`config.mk`:
```
export PLATFORM = sky130hd
export DESIGN_NAME = uart_msg_sequencer
export DESIGN_NICKNAME = d
export VERILOG_FILES = /design/src/rtl/uart_msg_sequencer.sv
export SDC_FILE = /design/constraint.sdc
export NUM_CORES = 1
export LEC_CHECK = 0
export CORE_UTILIZATION = 59
export CTS_CLUSTER_SIZE = 16
export DETAILED_ROUTE_END_ITERATION = 12
export DONT_BUFFER_PORTS = 1
export PLACE_DENSITY = 0.72
export SETUP_SLACK_MARGIN = 0.2
export SLEW_MARGIN = 10
export SYNTH_ARGS = -nofsm -noshare
export SYNTH_HDL_FRONTEND = slang
export SYNTH_SLANG_ARGS = --single-unit
```
`constraint.sdc`:
```
create_clock -name i_clk -period 8.1 [get_ports i_clk]
set_input_delay 1.62 -clock i_clk [delete_from_list [all_inputs] [get_ports i_clk]]
set_output_delay 1.62 -clock i_clk [all_outputs]
set_load 0.02 [all_outputs]
```
`src/rtl/uart_msg_sequencer.sv`:
```
// uart_msg_sequencer
//   Streams a MSG_LEN-byte message template into a uart_tx byte interface.
//   A window of FIELD_DIGITS bytes starting at FIELD_POS is replaced by the
//   uppercase ASCII-hex rendering of a snapshot of i_field_value, taken when
//   the message starts. Messages are started by a periodic tick and/or a
//   manual trigger. One trigger arriving while busy is remembered. A tick
//   arriving while busy is dropped and counted as an overrun.
//
// Ports
//   i_clk, i_rst_n     clock, synchronous active-low reset
//   i_periodic_en      enables the period counter and periodic sends
//   i_trigger          single-cycle request for one message
//   i_field_value      value rendered into the hex field
//   o_tx_data          byte to uart_tx; held stable while o_tx_data_valid is high
//   o_tx_data_valid    byte valid
//   i_tx_data_ready    uart_tx can accept
//   o_busy             message in progress
//   o_msg_done         one-cycle pulse after the last byte is accepted
//   o_msg_count        completed messages; wraps at 0xFFFF
//   o_overrun_cnt      ticks dropped while busy; saturates at 255
module uart_msg_sequencer #(
  parameter int                   PERIOD_CYCLES = 27_000_000,
  parameter int                   MSG_LEN       = 14,
  parameter logic [8*MSG_LEN-1:0] MSG_TEMPLATE  = "CNT=00000000\r\n",
  parameter int                   FIELD_POS     = 4,
  parameter int                   FIELD_DIGITS  = 8
) (
  input  logic                      i_clk,
  input  logic                      i_rst_n,
  input  logic                      i_periodic_en,
  input  logic                      i_trigger,
  input  logic [4*FIELD_DIGITS-1:0] i_field_value,
  output logic [7:0]                o_tx_data,
  output logic                      o_tx_data_valid,
  input  logic                      i_tx_data_ready,
  output logic                      o_busy,
  output logic                      o_msg_done,
  output logic [15:0]               o_msg_count,
  output logic [7:0]                o_overrun_cnt
);

  localparam int FW = 4*FIELD_DIGITS;
  localparam int PW = (PERIOD_CYCLES > 2) ? $clog2(PERIOD_CYCLES) : 1;

  if (FIELD_POS + FIELD_DIGITS > MSG_LEN) begin : g_bad_field
    $error("uart_msg_sequencer: hex field runs past the end of the message");
  end
  if (PERIOD_CYCLES < 2) begin : g_bad_period
    $error("uart_msg_sequencer: PERIOD_CYCLES must be at least 2");
  end
  if (MSG_LEN < 1 || MSG_LEN > 255) begin : g_bad_len
    $error("uart_msg_sequencer: MSG_LEN must be 1..255");
  end

  typedef enum logic [1:0] {S_IDLE, S_SEND, S_DONE} state_t;

  state_t         r_state;
  logic [PW-1:0]  r_per_cnt;
  logic [7:0]     r_idx;
  logic [FW-1:0]  r_snap;
  logic           r_pending;
  logic           r_busy;
  logic           r_valid;
  logic           r_done;
  logic [7:0]     r_tx_data;
  logic [15:0]    r_msg_count;
  logic [7:0]     r_overrun;

  logic w_tick, w_req, w_accept, w_last;

  // Byte idx of the outgoing message. Hex digits are emitted MS nibble first.
  function automatic logic [7:0] char_at(input logic [7:0] idx, input logic [FW-1:0] snap);
    logic [7:0] c;
    logic [3:0] nib;
    int         k;
    c = MSG_TEMPLATE[8*(MSG_LEN-1-int'(idx)) +: 8];
    if (int'(idx) >= FIELD_POS && int'(idx) < FIELD_POS + FIELD_DIGITS) begin
      k   = FIELD_DIGITS - 1 - (int'(idx) - FIELD_POS);
      nib = snap[4*k +: 4];
      c   = (nib < 4'd10) ? (8'h30 + {4'h0, nib}) : (8'h37 + {4'h0, nib});
    end
    return c;
  endfunction

  assign w_tick   = i_periodic_en && (r_per_cnt == PW'(PERIOD_CYCLES-1));
  assign w_req    = i_trigger | w_tick;
  assign w_accept = r_valid & i_tx_data_ready;
  assign w_last   = (r_idx == 8'(MSG_LEN-1));

  always_ff @(posedge i_clk) begin
    if (!i_rst_n) begin
      r_state     <= S_IDLE;
      r_per_cnt   <= '0;
      r_idx       <= '0;
      r_snap      <= '0;
      r_pending   <= 1'b0;
      r_busy      <= 1'b0;
      r_valid     <= 1'b0;
      r_done      <= 1'b0;
      r_tx_data   <= '0;
      r_msg_count <= '0;
      r_overrun   <= '0;
    end else begin
      if (!i_periodic_en || w_tick) r_per_cnt <= '0;
      else                          r_per_cnt <= r_per_cnt + 1'b1;

      r_done <= 1'b0;
      case (r_state)
        S_IDLE: if (w_req) begin
          // trigger and tick together here start exactly one message
          r_snap    <= i_field_value;
          r_idx     <= '0;
          r_tx_data <= char_at(8'd0, i_field_value);
          r_valid   <= 1'b1;
          r_busy    <= 1'b1;
          r_state   <= S_SEND;
        end
        S_SEND: if (w_accept) begin
          if (w_last) begin
            r_valid     <= 1'b0;
            r_done      <= 1'b1;
            r_msg_count <= r_msg_count + 16'd1;
            r_state     <= S_DONE;
          end else begin
            r_idx     <= r_idx + 8'd1;
            r_tx_data <= char_at(r_idx + 8'd1, r_snap);
          end
        end
        S_DONE: if (r_pending) begin
          // Chain straight into the queued message without passing IDLE.
          r_pending <= 1'b0;
          r_snap    <= i_field_value;
          r_idx     <= '0;
          r_tx_data <= char_at(8'd0, i_field_value);
          r_valid   <= 1'b1;
          r_state   <= S_SEND;
        end else begin
          r_busy  <= 1'b0;
          r_state <= S_IDLE;
        end
        default: r_state <= S_IDLE;
      endcase

      // Requests while busy. This sits after the DONE branch so that a
      // trigger in the DONE cycle re-arms pending after it has been consumed.
      if (r_state != S_IDLE) begin
        if (i_trigger) r_pending <= 1'b1;
        if (w_tick && r_overrun != 8'hFF) r_overrun <= r_overrun + 8'd1;
      end
    end
  end

  assign o_tx_data       = r_tx_data;
  assign o_tx_data_valid = r_valid;
  assign o_busy          = r_busy;
  assign o_msg_done      = r_done;
  assign o_msg_count     = r_msg_count;
  assign o_overrun_cnt   = r_overrun;

endmodule

```
==> results_tabular.tex <==
\begin{tabular}{lr}
\hline
Metric & Value \\
\hline
\multicolumn{2}{l}{\textbf{Synthesis}} \\
Count of flip-flops with a built-in enable after synthesis & 0 \\
Post-Synthesis Net Count & 623 \\
Synth Area in Simple Gates & 22.68\% \\
Number of instances in the synthesized netlist & 576 \\
Leading cell types by total area after synthesis & sky130\_fd\_sc\_hd\_\_dfxtp\_1 (40\%), sky130\_fd\_sc\_hd\_\_mux2i\_1 (7.6\%), sky130\_fd\_sc\_hd\_\_nor2\_1 (6.8\%) \\
Adder-cell area share of the yosys netlist & 2.434\% \\
Sequential fraction of the synthesis area & 39.72\% \\
Area fraction in compound gates after synthesis & 10.64\% \\
Synthesized-area fraction occupied by xor and xnor cells & 8.202\% \\
Synth top area share & 39.72\% \\
Number of register bits inferred by synthesis & 102 \\
Synth async-reset ratio & 0\% \\
Summed instance area of the synthesized netlist & 0.005141 mm\^{}2 \\
Mean cell area of the mapped netlist & 8.926 um\^{}2 \\
Leading register cell type out of synthesis & sky130\_fd\_sc\_hd\_\_dfxtp\_1 \\
Most frequent cells after synthesis & sky130\_fd\_sc\_hd\_\_dfxtp\_1 (102), sky130\_fd\_sc\_hd\_\_nor2\_1 (93), sky130\_fd\_sc\_hd\_\_mux2i\_1 (39) \\
Warning count from the yosys run & 0 \\
Cell with the most instances after synthesis & sky130\_fd\_sc\_hd\_\_dfxtp\_1 \\
Share of cell area taken by muxes after synthesis & 11.75\% \\
Number of library cell types mapped by synthesis & 60 \\
Largest area contributor in the netlist & sky130\_fd\_sc\_hd\_\_dfxtp\_1 \\
Main combinational cell family by area after synthesis & simple AND/OR/NAND/NOR gates \\
\multicolumn{2}{l}{\textbf{STA}} \\
Final Hold Violating Endpoints & 0 \\
Setup\_tns & 0 ns \\
Max frequency & 0.2774 GHz \\
RSZ-0062 raised after global routing & false \\
Final setup violating endpoints & 0 \\
Ratio of final minimum period to clock period & 44.51\% \\
Worst Clk Skew & 0.009156 ns \\
Final Max Slew Viols & 0 \\
Final critical path time including I/O delays and setup & 3.605 ns \\
Worst relative slew slack & 28.45\% \\
Tightest Pin Transition & 1.072 ns \\
\multicolumn{2}{l}{\textbf{Floorplan}} \\
Vertical die dimension & 95.35 um \\
Width of the die & 95.35 um \\
IO Count & 72 \\
Overall die area & 0.009092 mm\^{}2 \\
Num rows & 33 \\
Initial standard-cell utilization of the core & 61.64\% \\
Core area & 0.008341 mm\^{}2 \\
\multicolumn{2}{l}{\textbf{Detailed routing}} \\
Iteration-0 DRC count of the detailed router & 135 \\
Post-route ant nets & 0 \\
Average vias per placed instance & 5.899 \\
DR DRC count & 0 \\
Uppermost signal routing layer after detailed routing & met4 \\
Wire length per cell & 15.43 um \\
Total number of vias & 3,964 \\
Number of optimization iterations in the first detailed-route pass & 4 \\
WL final & 10,370 um \\
WL met3 & 579 um \\
Detail Route met2 WL & 5020 um \\
Met1 wire length & 4646 um \\
\multicolumn{2}{l}{\textbf{Worst setup path}} \\
Slack of the worst reg-to-reg path & 4.49 ns \\
Arrival @ worst endpoint & 3.89 ns \\
Critical Path, Cell by Cell & ha\_1 > inv\_1 > ha\_1 > xor2\_1 > xor2\_1 > mux2\_2 > a211oi\_1 > a21oi\_1 > o21ai\_0 \\
Crit path from & r\_idx[0] \\
Critical register-to-register path endpoint & o\_tx\_data[3] \\
End point of the critical path & o\_tx\_data[3] \\
Crit path depth & 9 \\
Gate family responsible for the most delay along the worst path & adder cells \\
Required time at the endpoint of the critical path & 8.39 ns \\
Crit Path Max Fanout & 23 \\
Critical path launch point type & flip-flop \\
Critical path buffer and inverter count & 1 \\
Slowest library cell on the worst path & sky130\_fd\_sc\_hd\_\_ha\_1 \\
Type of the worst setup path & reg2reg \\
Critical Path Sink Type & flip-flop \\
Launch instance of the worst register-to-register path & r\_idx[0] \\
Worst r2r path cells & 9 \\
Critical Path Max Stage Delay & 0.72 ns \\
\multicolumn{2}{l}{\textbf{Clock tree}} \\
Clock Path Buffers & 2 \\
Count of hold buffers inserted by post-cts repair & 0 \\
CTS-repair resized insts & 0 \\
CTS H-tree depth & 3 \\
TritonCTS Sinks & 102 \\
CTS tree & built \\
Reg clk slew, reported paths & 0.10 ns \\
Insertion delay to the later sink of the worst-skew pair & 0.36 ns \\
Number of buffers added by the clock tree synthesis step & 9 \\
Post CTS Setup Buffer Count & 0 \\
Root buffer cell & sky130\_fd\_sc\_hd\_\_clkbuf\_8 \\
\multicolumn{2}{l}{\textbf{Power}} \\
Total power divided by cell area & 168.8 mW/mm\^{}2 \\
Total power & 0.0009008 W \\
Leak pwr & 1.947 nW \\
Worst VDD drop & 0.1065 mV \\
\multicolumn{2}{l}{\textbf{Flow run}} \\
Max-cap viol count & 0 \\
\multicolumn{2}{l}{\textbf{Min path}} \\
Origin of the worst min-delay path & r\_snap[17] \\
HP Class & reg2reg \\
\multicolumn{2}{l}{\textbf{Global routing}} \\
Global-route wire length before repair & 16,900 um \\
Pin count of the biggest net entering global routing & 66 \\
Via count of the first global-routing pass & 3,623 \\
Total GRT Usage & 23.78\% \\
Gr ovfl total & 0 \\
Initial antenna violation count & 0 \\
\multicolumn{2}{l}{\textbf{Placement}} \\
Post-detail-place hpwl & 7437 um \\
PortBufs & 0 \\
Routability cong. & 0.8043 \\
Placed cell areas & 0.005150 mm\^{}2 \\
\multicolumn{2}{l}{\textbf{Final layout}} \\
Growth of design area from synthesis to finish & 3.821\% \\
Fraction of layout cells with a size suffix above 1 & 7.231\% \\
Post-Layout Inst Area & 0.005338 mm\^{}2 \\
Final nets & 609 \\
N\_diodes & 0 \\
\multicolumn{2}{l}{\textbf{Outcome}} \\
Result of the run & completed \\
\hline
\end{tabular}
[metrics by stage]
step	setup slack (ns)	instances	utilization, %	hold WS (ns)
2_1_floorplan	5.105	576	-	0.4416
3_3_place_gp	4.672	656	61.75	0.4576
3_5_place_dp	4.528	656	61.75	0.4721
4_1_cts	4.530	672	64.00	0.4956
5_1_grt	4.172	672	64.00	0.5216
6_report	4.495	672	64.00	0.5037
[logic make-up (layout without fill, tap and decap cells)]
logic type | Yosys count | in the layout
compound gates | 86 | 86
xor+xnor | 45 | 45
buf+inv | 50 | 41
fa+ha+maj | 10 | 10
mux | 49 | 49
other cells | 1 | 1
simple gates | 233 | 233
flops | 102 | 102
[state kept, by name, summed over array words and instances, names as in the netlist]
| signal | cells |
|---|---|
| o_tx_data_valid | 1 |
| r_idx | 8 |
| o_busy | 1 |
| o_msg_count | 16 |
| o_tx_data | 7 |
| o_msg_done | 1 |
| r_snap | 32 |
| r_state | 2 |
| r_per_cnt | 25 |
| r_pending | 1 |
| o_overrun_cnt | 8 |
[worst min path at each step]
stage	to	cells past startpoint
floorplan	r_per_cnt[0]	1
global placement	r_per_cnt[0]	1
detailed placement	r_per_cnt[0]	1
CTS	r_per_cnt[0]	1
global route	r_per_cnt[0]	1
finish	r_snap[17]	2
[worst register-to-register path, delay by kind of cell, from the launching register on]
kind / cells / cell delay, ns
xor gates and xnor gates: 2 / 0.80
muxes: 1 / 0.40
adders and majority gates: 2 / 1.01
DFF: 1 / 0.62
AOI/OAI and AO/OA: 3 / 0.47
buffers and inverters: 1 / 0.24
[layer usage]
layer  vias up  GRT usage [%]
met2        88          40.48
li1       2002              -
met1      1863          29.25
met4         0          6.566
met5         -              0
met3        11          6.699
[final cells by class]
class / count / area (um^2)
multi-input combinational: 424 / 2868
clock buffer: 10 / 137.6
sequential: 102 / 2042
clock inverter: 6 / 50.05
tap: 105 / 131.4
inverter: 21 / 78.83
fill: 734 / 3003
timing repair buffer: 4 / 30.03
[power by group]
part	total [W]	internal (W)	switching (W)	leakage, nW
sequential	0.000530	0.000516	0.0000148	0.829
combinational	0.0000642	0.0000279	0.0000363	1.02
clock	0.000306	0.000125	0.000181	0.0956
[layout by cell type (no fill, tap or decap), drive strengths merged, types with 2 or more instances in the layout]
cell and instances:
mux2i 39, a21oi 21, xor2 28, a31oi 12, nor4 4, nand4b 2
a211oi 6, and4 2, and3 10, o21ai 24, nor3b 5, nand2b 3
o31a 2, nor2b 3, nand2 35, o211a 2, o22ai 2, dfxtp 102
a22oi 2, or4 4, a21o 2, clkbuf 10, mux4 9, and2 4
xnor2 15, nand3 22, inv 25, and3b 2, nor3 12, ha 10
xnor3 2, nand4 17, o31ai 4, or3 10, nor2 93, buf 4
Power figures use the tool's default switching activity.
